==> src/rtl/stopwatch_bcd_display_pkg.sv <==
// Shared definitions for the stopwatch display stage: conversion FSM state
// encoding and the active-low 7-segment glyph table.
package stopwatch_bcd_display_pkg;

  // Conversion FSM states
  localparam logic [1:0] S_IDLE  = 2'd0;
  localparam logic [1:0] S_SHIFT = 2'd1;
  localparam logic [1:0] S_LOAD  = 2'd2;

  // Segment patterns {g,f,e,d,c,b,a}, active-low
  localparam logic [6:0] SEG_0     = 7'h40;
  localparam logic [6:0] SEG_1     = 7'h79;
  localparam logic [6:0] SEG_2     = 7'h24;
  localparam logic [6:0] SEG_3     = 7'h30;
  localparam logic [6:0] SEG_4     = 7'h19;
  localparam logic [6:0] SEG_5     = 7'h12;
  localparam logic [6:0] SEG_6     = 7'h02;
  localparam logic [6:0] SEG_7     = 7'h78;
  localparam logic [6:0] SEG_8     = 7'h00;
  localparam logic [6:0] SEG_9     = 7'h10;
  localparam logic [6:0] SEG_BLANK = 7'h7F;

  // BCD digit to segment pattern; non-decimal codes blank the digit
  function automatic logic [6:0] seg7_code(input logic [3:0] d);
    logic [6:0] s;
    case (d)
      4'd0:    s = SEG_0;
      4'd1:    s = SEG_1;
      4'd2:    s = SEG_2;
      4'd3:    s = SEG_3;
      4'd4:    s = SEG_4;
      4'd5:    s = SEG_5;
      4'd6:    s = SEG_6;
      4'd7:    s = SEG_7;
      4'd8:    s = SEG_8;
      4'd9:    s = SEG_9;
      default: s = SEG_BLANK;
    endcase
    return s;
  endfunction

endpackage

==> src/rtl/stopwatch_bcd_display_seg7_scan.sv <==
// Multiplexed 7-segment scanner: a prescaler sets the dwell per digit, the
// scan index walks digit 0..DIGITS-1, and anode/segment drives are registered.
module stopwatch_bcd_display_seg7_scan
  import stopwatch_bcd_display_pkg::*;
#(
  parameter int DIGITS   = 6,
  parameter int SCAN_DIV = 50000,
  parameter int DP_POS   = 2
) (
  input  logic                  clock,
  input  logic                  reset,
  input  logic [4*DIGITS-1:0]   i_bcd,
  output logic [DIGITS-1:0]     o_an,
  output logic [7:0]            o_seg
);

  localparam int PW = (SCAN_DIV > 1) ? $clog2(SCAN_DIV) : 1;
  localparam int IW = (DIGITS > 1) ? $clog2(DIGITS) : 1;

  logic [PW-1:0] r_pre;
  logic [IW-1:0] r_idx;
  logic [3:0]    w_digit;
  logic          w_dp_n;
  logic          w_wrap;

  assign w_wrap = (r_pre == PW'(SCAN_DIV - 1));

  // Select the BCD nibble addressed by the scan index
  always_comb begin
    w_digit = 4'd0;
    for (int d = 0; d < DIGITS; d++) begin
      if (r_idx == IW'(d)) w_digit = i_bcd[d*4 +: 4];
    end
  end

  // Decimal point lit only on the seconds/centiseconds boundary digit
  always_comb begin
    w_dp_n = 1'b1;
    if ((DP_POS < DIGITS) && (r_idx == IW'(DP_POS))) w_dp_n = 1'b0;
  end

  // Dwell prescaler and scan index advance
  always_ff @(posedge clock or negedge reset) begin
    if (!reset) begin
      r_pre <= '0;
      r_idx <= '0;
    end else if (w_wrap) begin
      r_pre <= '0;
      r_idx <= (r_idx == IW'(DIGITS - 1)) ? '0 : r_idx + 1'b1;
    end else begin
      r_pre <= r_pre + 1'b1;
    end
  end

  // Registered display drives from the current index and displayed BCD
  always_ff @(posedge clock or negedge reset) begin
    if (!reset) begin
      o_an  <= ~DIGITS'(1);
      o_seg <= {(DP_POS == 0) ? 1'b0 : 1'b1, seg7_code(4'd0)};
    end else begin
      o_an  <= ~(DIGITS'(1) << r_idx);
      o_seg <= {w_dp_n, seg7_code(w_digit)};
    end
  end

endmodule

==> src/rtl/stopwatch_bcd_display.sv <==
// Stopwatch display stage: snapshots the binary centisecond count whenever it
// changes, converts it to packed BCD with a sequential shift-add-3 engine, and
// feeds the result to the multiplexed 7-segment scanner.
module stopwatch_bcd_display
  import stopwatch_bcd_display_pkg::*;
#(
  parameter int IN_W     = 32,
  parameter int DIGITS   = 6,
  parameter int SCAN_DIV = 50000,
  parameter int DP_POS   = 2
) (
  input  logic                  clock,
  input  logic                  reset,
  input  logic [IN_W-1:0]       count_i,
  output logic [4*DIGITS-1:0]   bcd_o,
  output logic                  valid_o,
  output logic                  busy_o,
  output logic                  ovf_o,
  output logic [DIGITS-1:0]     an_o,
  output logic [7:0]            seg_o
);

  localparam int CW = $clog2(IN_W + 1);
  localparam int BW = 4 * DIGITS;

  logic [1:0]              r_state;
  logic [IN_W-1:0]         r_snap;
  logic [IN_W-1:0]         r_bin;
  logic [DIGITS-1:0][3:0]  r_work;
  logic                    r_flag;
  logic [CW-1:0]           r_cnt;

  logic [DIGITS-1:0][3:0]  w_adj;
  logic [BW-1:0]           w_adj_f;
  logic [BW-1:0]           w_shift;
  logic                    w_carry;
  logic                    w_last;

  // Add-3 correction on every digit that would reach 10+ after doubling
  for (genvar g = 0; g < DIGITS; g++) begin : g_adj
    always_comb begin
      w_adj[g] = (r_work[g] >= 4'd5) ? r_work[g] + 4'd3 : r_work[g];
    end
  end

  // Bit leaving the top digit is worth 10**DIGITS: that is the overflow carry
  assign w_adj_f = w_adj;
  assign w_carry = w_adj_f[BW-1];
  assign w_shift = {w_adj_f[BW-2:0], r_bin[IN_W-1]};
  assign w_last  = (r_cnt == CW'(IN_W - 1));
  assign busy_o  = (r_state != S_IDLE);

  // Conversion FSM and double-dabble datapath
  always_ff @(posedge clock or negedge reset) begin
    if (!reset) begin
      r_state <= S_IDLE;
      r_snap  <= '0;
      r_bin   <= '0;
      r_work  <= '0;
      r_flag  <= 1'b0;
      r_cnt   <= '0;
      bcd_o   <= '0;
      ovf_o   <= 1'b0;
      valid_o <= 1'b0;
    end else begin
      valid_o <= 1'b0;
      case (r_state)
        S_IDLE: begin
          if (count_i != r_snap) begin
            r_snap  <= count_i;
            r_bin   <= count_i;
            r_work  <= '0;
            r_flag  <= 1'b0;
            r_cnt   <= '0;
            r_state <= S_SHIFT;
          end
        end
        S_SHIFT: begin
          r_work <= w_shift;
          r_bin  <= {r_bin[IN_W-2:0], 1'b0};
          if (w_carry) r_flag <= 1'b1;
          r_cnt  <= r_cnt + 1'b1;
          if (w_last) r_state <= S_LOAD;
        end
        S_LOAD: begin
          bcd_o   <= r_work;
          ovf_o   <= r_flag;
          valid_o <= 1'b1;
          r_state <= S_IDLE;
        end
        default: r_state <= S_IDLE;
      endcase
    end
  end

  stopwatch_bcd_display_seg7_scan #(
    .DIGITS   (DIGITS),
    .SCAN_DIV (SCAN_DIV),
    .DP_POS   (DP_POS)
  ) u_scan (
    .clock (clock),
    .reset (reset),
    .i_bcd (bcd_o),
    .o_an  (an_o),
    .o_seg (seg_o)
  );

endmodule

==> config.mk <==
export PLATFORM = sky130hd
export DESIGN_NAME = stopwatch_bcd_display
export DESIGN_NICKNAME = d
export VERILOG_FILES = /design/src/rtl/stopwatch_bcd_display_pkg.sv /design/src/rtl/stopwatch_bcd_display_seg7_scan.sv /design/src/rtl/stopwatch_bcd_display.sv
export SDC_FILE = /design/constraint.sdc
export NUM_CORES = 1
export LEC_CHECK = 0
export CAP_MARGIN = 20
export CELL_PAD_IN_SITES_DETAIL_PLACEMENT = 2
export CELL_PAD_IN_SITES_GLOBAL_PLACEMENT = 2
export CORE_MARGIN = 4
export CORE_UTILIZATION = 41
export CTS_CLUSTER_SIZE = 30
export DETAILED_ROUTE_END_ITERATION = 12
export PLACE_DENSITY = 0.81
export SYNTH_ARGS = -nofsm -noshare
export SYNTH_HDL_FRONTEND = slang
export SYNTH_SLANG_ARGS = --single-unit
==> constraint.sdc <==
create_clock -name clock -period 6.8 [get_ports clock]
set_clock_uncertainty 0.05 [all_clocks]
set_input_delay 1.02 -clock clock [delete_from_list [all_inputs] [get_ports clock]]
set_output_delay 1.02 -clock clock [all_outputs]
set_load 0.01 [all_outputs]
==> results of run 1 <==
power by group through the flow:
stage | clock [mW] | sequential, mW | combinational [mW]
3_5_place_dp | 0 | 1.22 | 0.677
6_report | 0.988 | 1.20 | 0.688
4_1_cts | 1.01 | 1.20 | 0.697
2_1_floorplan | 0 | 1.20 | 0.318
3_3_place_gp | 0 | 1.20 | 0.627
5_1_grt | 1.05 | 1.22 | 0.754
cell type report:
type / instances / area (um2) / area share
inverter: 22 / 82.6 / 0.00933
clock inverter: 7 / 113 / 0.0127
clock buffer: 24 / 492 / 0.0555
multi-input combinational: 433 / 3170 / 0.358
tap: 225 / 282 / 0.0318
sequential: 155 / 3890 / 0.439
timing repair buffer: 80 / 827 / 0.0934
path summary, 6_finish.rpt:
path | from | to | slack, ns | cells after the start
setup / recovery | count_i[21] | r_bin[4]$_DFFE_PN0P_ | 3.00 | 8
hold / removal | u_scan.r_pre[0]$_DFF_PN0_ | u_scan.r_pre[0]$_DFF_PN0_ | 0.43 | 1
setup reg to reg | r_snap[21]$_DFFE_PN0P_ | r_bin[4]$_DFFE_PN0P_ | 3.69 | 7
hold reg to reg | u_scan.r_pre[0]$_DFF_PN0_ | u_scan.r_pre[0]$_DFF_PN0_ | 0.43 | 1
max in group asynchronous | reset | u_scan.o_an[5]$_DFF_PN1_ | 5.00 | 3
min in group asynchronous | reset | u_scan.r_pre[10]$_DFF_PN0_ | 0.57 | 1
placed cells by master, fill, tap and decap left out, types with 2 or more instances in the layout:
cell             count
clkinv_2             3
nand4_1              9
xnor2_1             45
nor3b_1              6
nor2b_1              3
xor2_1              11
nand3b_1             2
o21ai_0             24
nand2_1             47
dfrtp_1            149
clkdlybuf4s50_1     73
inv_1               22
nor2_1              28
nor3_1               5
buf_4                4
and2_1              33
buf_16               2
clkbuf_16           17
nand2b_1             9
a211o_1              7
mux2i_1              8
dfstp_2              6
o2bb2ai_1            3
ha_1                16
nand3_1             12
mux2_2              47
o22ai_1             17
a221o_1             31
clkbuf_1             3
o32ai_1              2
clkbuf_8             4
nor4b_1              6
a21o_1               3
and3_1              11
nor4_1               3
bufinv_16            3
a21oi_1             25
per-layer routing:
layer	up-vias	share of wire	track usage
li1	2418	-	-
met1	2797	0.44	0.286
met2	102	0.51	0.382
met3	24	0.033	0.0397
met4	0	0.013	0.0612
met5	-	0	0
registers in the layout (all words and copies together), names as in the netlist:
| name | count |
|---|---|
| r_snap | 32 |
| u_scan.o_an | 6 |
| r_state | 2 |
| u_scan.r_pre | 16 |
| r_bin | 32 |
| ovf_o | 1 |
| r_cnt | 6 |
| valid_o | 1 |
| u_scan.r_idx | 3 |
| r_work | 24 |
| bcd_o | 24 |
| r_flag | 1 |
| u_scan.o_seg | 7 |
worst register-to-register path, stage by stage, from the launching register on:
cell	delay, ns
dfrtp_1	0.41
xnor2_1	0.31
nand4_1	0.17
nor4_1	0.69
a21oi_4	0.34
buf_16	0.27
buf_4	0.31
a221o_1	0.44
cell families after synthesis:
group                      after synthesis
AOI/OAI and AO/OA                      125
xor gates and xnor gates                56
adders and majority gates               16
buffers and inverters                   54
DFF                                    155
muxes                                   56
and+or+nand+nor                        180
through the flow:
stage / total power, mW / area, um2 / hold WS [ns] / setup slack (ns) / utilization
2_1_floorplan: 1.52 / 7260 / 0.381 / 4.19 / -
3_3_place_gp: 1.83 / 8190 / 0.402 / 2.72 / 0.474
3_5_place_dp: 1.89 / 8220 / 0.406 / 2.59 / 0.475
4_1_cts: 2.90 / 8830 / 0.414 / 2.97 / 0.510
5_1_grt: 3.03 / 8850 / 0.438 / 2.85 / 0.512
6_report: 2.88 / 8850 / 0.426 / 3.00 / 0.512
==> results.toml, run 1 <==
[job]
drv_cap = 0

[outcome]
status = "finished clean"

[layout]
n_antenna_cell = 0
stdcell_count = 946
nets = 759
fillers = 1718
areaGrowthSynthToFinish_pct = 22.0
drive_above_1_share = 0.130

[floorplan]
core_region_area_um2 = 17300
die-area_um2 = 19900
die_x_um = 141
num_rows = 48
io_pins = 75
die_h_um = 141
initial_core_util = 0.420

[timing]
maxSlewViolCount = 0
hold_viol_final = 0
worst_pin_slew_ns = 1.08
slew_headroom = 0.283
period_needed_ns = 3.80
rsz0062_at_grt = "false"
fmax_mhz = 263
final-setup-viol-count = 0
min_period_over_period = 0.559
tns_ns = 0

[yosys]
synth_edf_count = 0
synthTopCellsByCount = "dfrtp_1, mux2_2, nand2_1, xnor2_1, and2_1"
synth_fa_ha_area_frac = 0.0276
synth_cells = 642
synthSimpleGateAreaFrac = 0.130
muxShareOfSynthArea = 0.0860
synth_area_um2 = 7260
netlist_top_cells_area = "dfrtp_1, mux2_2, xnor2_1"
ys.flop_type = "dfrtp_1"
synthDistinctLibCells = 50
yosysMostFrequentCell = "dfrtp_1"
synth_seq_cells = 155
synth.top_cell.area_share = 0.514
synth.avg_cell_area_um2 = 11.3
syn-num-nets = 692
ys_seq_area_frac = 0.535
synth-xor-area-share = 0.0676
synth_top_area_cell = "dfrtp_1"
synth_top_family_by_area = "simple AND/OR/NAND/NOR gates"
async_flop_share = 1.00
synth-compound-area-share = 0.123
yosys_warnings = 0

[cts]
numClockSinks = 155
h-tree-depth = 4
cts.repair.resized = 0
postCtsHoldBufs = 0
post_cts.repair.setup_buffers = 0
clock-root-buffer = "clkbuf_16"
numCtsBuffers = 17
clkTransAtPathRegs_ns = 0.06
cts_tree = "built"
clk_latency_ns = 0.42
cts.path.max_buffers = 2

[global_route]
overflow = 0
grt_util_all_layers = 0.221
grt_pass1_vias = 6080
antenna_found_initial = 0
grt_max_degree = 79
grt_first_pass_wirelength_um = 34600

[power]
p_sw_uw = 853
power_density_nw_per_um2 = 325
p_seq_frac = 0.418
p_int_mw = 2.03
share_comb_of_total_power = 0.239
peakVddDrop_mv = 0.194
switching_share = 0.296
p_clk_frac = 0.343
p_leak_nw = 3.80

[place]
place_congestion = 0.791
dp_hpwl_um = 13900
dpl.cell_count = 914
io_buffer_count = 74

[route]
routed_via_density = 5.65
dr_total_vias = 5341
ant_nets = 0
wl_per_cell_um = 22.3
wirelength_um = 21100
drc = 0
drt_first_iter_violations = 236
drtPass1Iterations = 4

[worst_setup_path]
required_ns = 7.05
start_kind = "input port"
crit_slowest_cell = "nor4_1"
worst-path-max-fanout = 44
path_buf_inv = 3
critical-path-top-delay-family = "buffers and inverters"
max_stage_delay_ns = 0.69
worst_ep_arrival_time_ns = 4.06
crit_type = "input port to register"
cp-end-kind = "register"
path_cells = "clkdlybuf4s50_1 > xnor2_1 > nand4_1 > nor4_1 > a21oi_4 > buf_16 > buf_4 > a221o_1"

[worst_hold_path]
hold_class = "register to register"
No activity file was read; power rests on OpenSTA's default activity.
==> run 2, diff against run 1 <==
CORE_UTILIZATION = 34   (was 41)
PLACE_DENSITY = 0.71   (was 0.81)
clock period = 3.4 ns   (was 6.8 ns; I/O delays follow)
==> run 2 against run 1 <==
Effect of this change:
- critical path depth is 1 higher
- first-iteration DRC count fell by 22%
- clock power grew 83%
- sequential cell count did not move
- utilization down 8.7 points
- largest cell class unchanged
==> results.toml, run 2 (same netlist as run 1, synthesis figures left out) <==
[outcome]
status = "finished clean"

[worst_setup_path]
cp-end-kind = "register"
path_buf_inv = 2
critical-path-top-delay-family = "compound AO/OA/AOI/OAI gates"
start_kind = "register"
crit_type = "register to register"
path_cells = "and2_1 > ha_1 > inv_1 > o211ai_1 > a31oi_1 > inv_1 > ha_1 > nor2_1 > a211o_1"
worst_ep_arrival_time_ns = 3.04
required_ns = 3.66
max_stage_delay_ns = 0.54
crit_slowest_cell = "dfrtp_1"
worst-path-max-fanout = 14

[global_route]
grt_util_all_layers = 0.169
antenna_found_initial = 0
grt_first_pass_wirelength_um = 32100
grt_pass1_vias = 5896
overflow = 0
grt_max_degree = 67

[timing]
maxSlewViolCount = 0
worst_pin_slew_ns = 1.01
worst_slack_ns = 0.622
slew_headroom = 0.326
final-setup-viol-count = 0
rsz0062_at_grt = "false"
min_period_over_period = 0.817
period_needed_ns = 2.78
hold_viol_final = 0
tns_ns = 0
fmax_mhz = 360

[layout]
fillers = 2156
drive_above_1_share = 0.145
n_antenna_cell = 0
mostFrequentLayoutCell = "dfrtp_1"
largestRegisters = "r_bin x32, r_snap x32"
final_cell_mix = "dfrtp_1, clkdlybuf4s50_1, nand2_1, mux2_2, xnor2_1"
nets = 767
areaGrowthSynthToFinish_pct = 23.0

[power]
power_density_nw_per_um2 = 619
peakVddDrop_mv = 0.380
p_leak_nw = 3.83

[floorplan]
die_x_um = 154
die_h_um = 154
core_region_area_um2 = 21000
io_pins = 75
num_rows = 53
initial_core_util = 0.345
die-area_um2 = 23800

[cts]
postCtsHoldBufs = 0
numCtsBuffers = 17
post_cts.repair.setup_buffers = 0
clk_latency_ns = 0.43
cts.path.max_buffers = 2
clock-root-buffer = "clkbuf_16"
clkTransAtPathRegs_ns = 0.07
h-tree-depth = 4
numClockSinks = 155
cts.repair.resized = 0
cts_tree = "built"

[route]
dr_total_vias = 5303
wl_per_cell_um = 19.2
drtPass1Iterations = 5
wirelength_um = 19300
routed_via_density = 5.28
drt_first_iter_violations = 185
ant_nets = 0
drc = 0

[worst_hold_path]
hold_class = "input port to async pin"

[place]
place_congestion = 0.768
dp_hpwl_um = 13600
io_buffer_count = 74
pre_cts_ws_ns = 0.290

[job]
drv_cap = 0
-- run 2: cell types whose count changed in the layout (fill, tap and decap cells not counted) --
cell        before  now
inv_8            0    2
clkinvlp_4       1    0
bufinv_16        3    0
clkinv_4         0    4
inv_6            0    7
buf_4            4   11
clkbuf_8         4    0
clkinv_2         3    2
clkbuf_1         3    0
buf_12           0    2
buf_16           2    1
-- run 2: cell type report --
cell class | count | area (um2) | area share
Clock inverter | 15 | 129 | 0.0144
Inverter | 22 | 82.6 | 0.00925
Multi-Input combinational cell | 433 | 3170 | 0.355
Timing Repair Buffer | 88 | 892 | 0.0999
Sequential cell | 155 | 3890 | 0.435
Tap cell | 275 | 344 | 0.0385
Clock buffer | 17 | 425 | 0.0476
-- run 2: path summary, 6_finish.rpt --
path	start	endpoint	slack, ns	cells after the start
max	u_scan.r_idx[1]$_DFFE_PN0N_	u_scan.o_seg[3]$_DFF_PN0_	0.62	9
min	reset	u_scan.r_pre[12]$_DFF_PN0_	0.01	1
max reg2reg	u_scan.r_idx[1]$_DFFE_PN0N_	u_scan.o_seg[3]$_DFF_PN0_	0.62	9
min reg2reg	u_scan.r_pre[0]$_DFF_PN0_	u_scan.r_pre[0]$_DFF_PN0_	0.43	1
max in group asynchronous	reset	r_cnt[4]$_DFFE_PN0P_	2.39	2
min in group clock	u_scan.r_pre[0]$_DFF_PN0_	u_scan.r_pre[0]$_DFF_PN0_	0.43	1
-- run 2: through the flow --
| stage | hold WS [ns] | area [um2] | cells | power [mW] | util |
|---|---|---|---|---|---|
| finish | 0.0144 | 8930 | 1005 | 5.53 | 0.425 |
| global route | 0.0567 | 8930 | 1005 | 5.87 | 0.425 |
| CTS | 0.0340 | 8900 | 1004 | 5.62 | 0.424 |
| global placement | 0.399 | 8350 | 972 | 3.66 | 0.397 |
| floorplan | 0.164 | 7260 | 642 | 3.04 | - |
| detailed placement | 0.411 | 8350 | 972 | 3.75 | 0.397 |
-- run 2: report_power, final --
| part | total [mW] | internal, mW | switching (mW) |
|---|---|---|---|
| Combinational | 1.33 | 0.700 | 0.634 |
| Sequential | 2.38 | 2.12 | 0.256 |
| Clock | 1.81 | 0.962 | 0.852 |
| Total | 5.53 | 3.78 | 1.74 |
-- run 2: layer usage --
layer,part of all wire,vias up,GRT usage
met5,0,-,0
met4,0.015,0,0.0450
met3,0.035,23,0.0380
met2,0.51,91,0.289
met1,0.44,2752,0.215
li1,-,2437,-
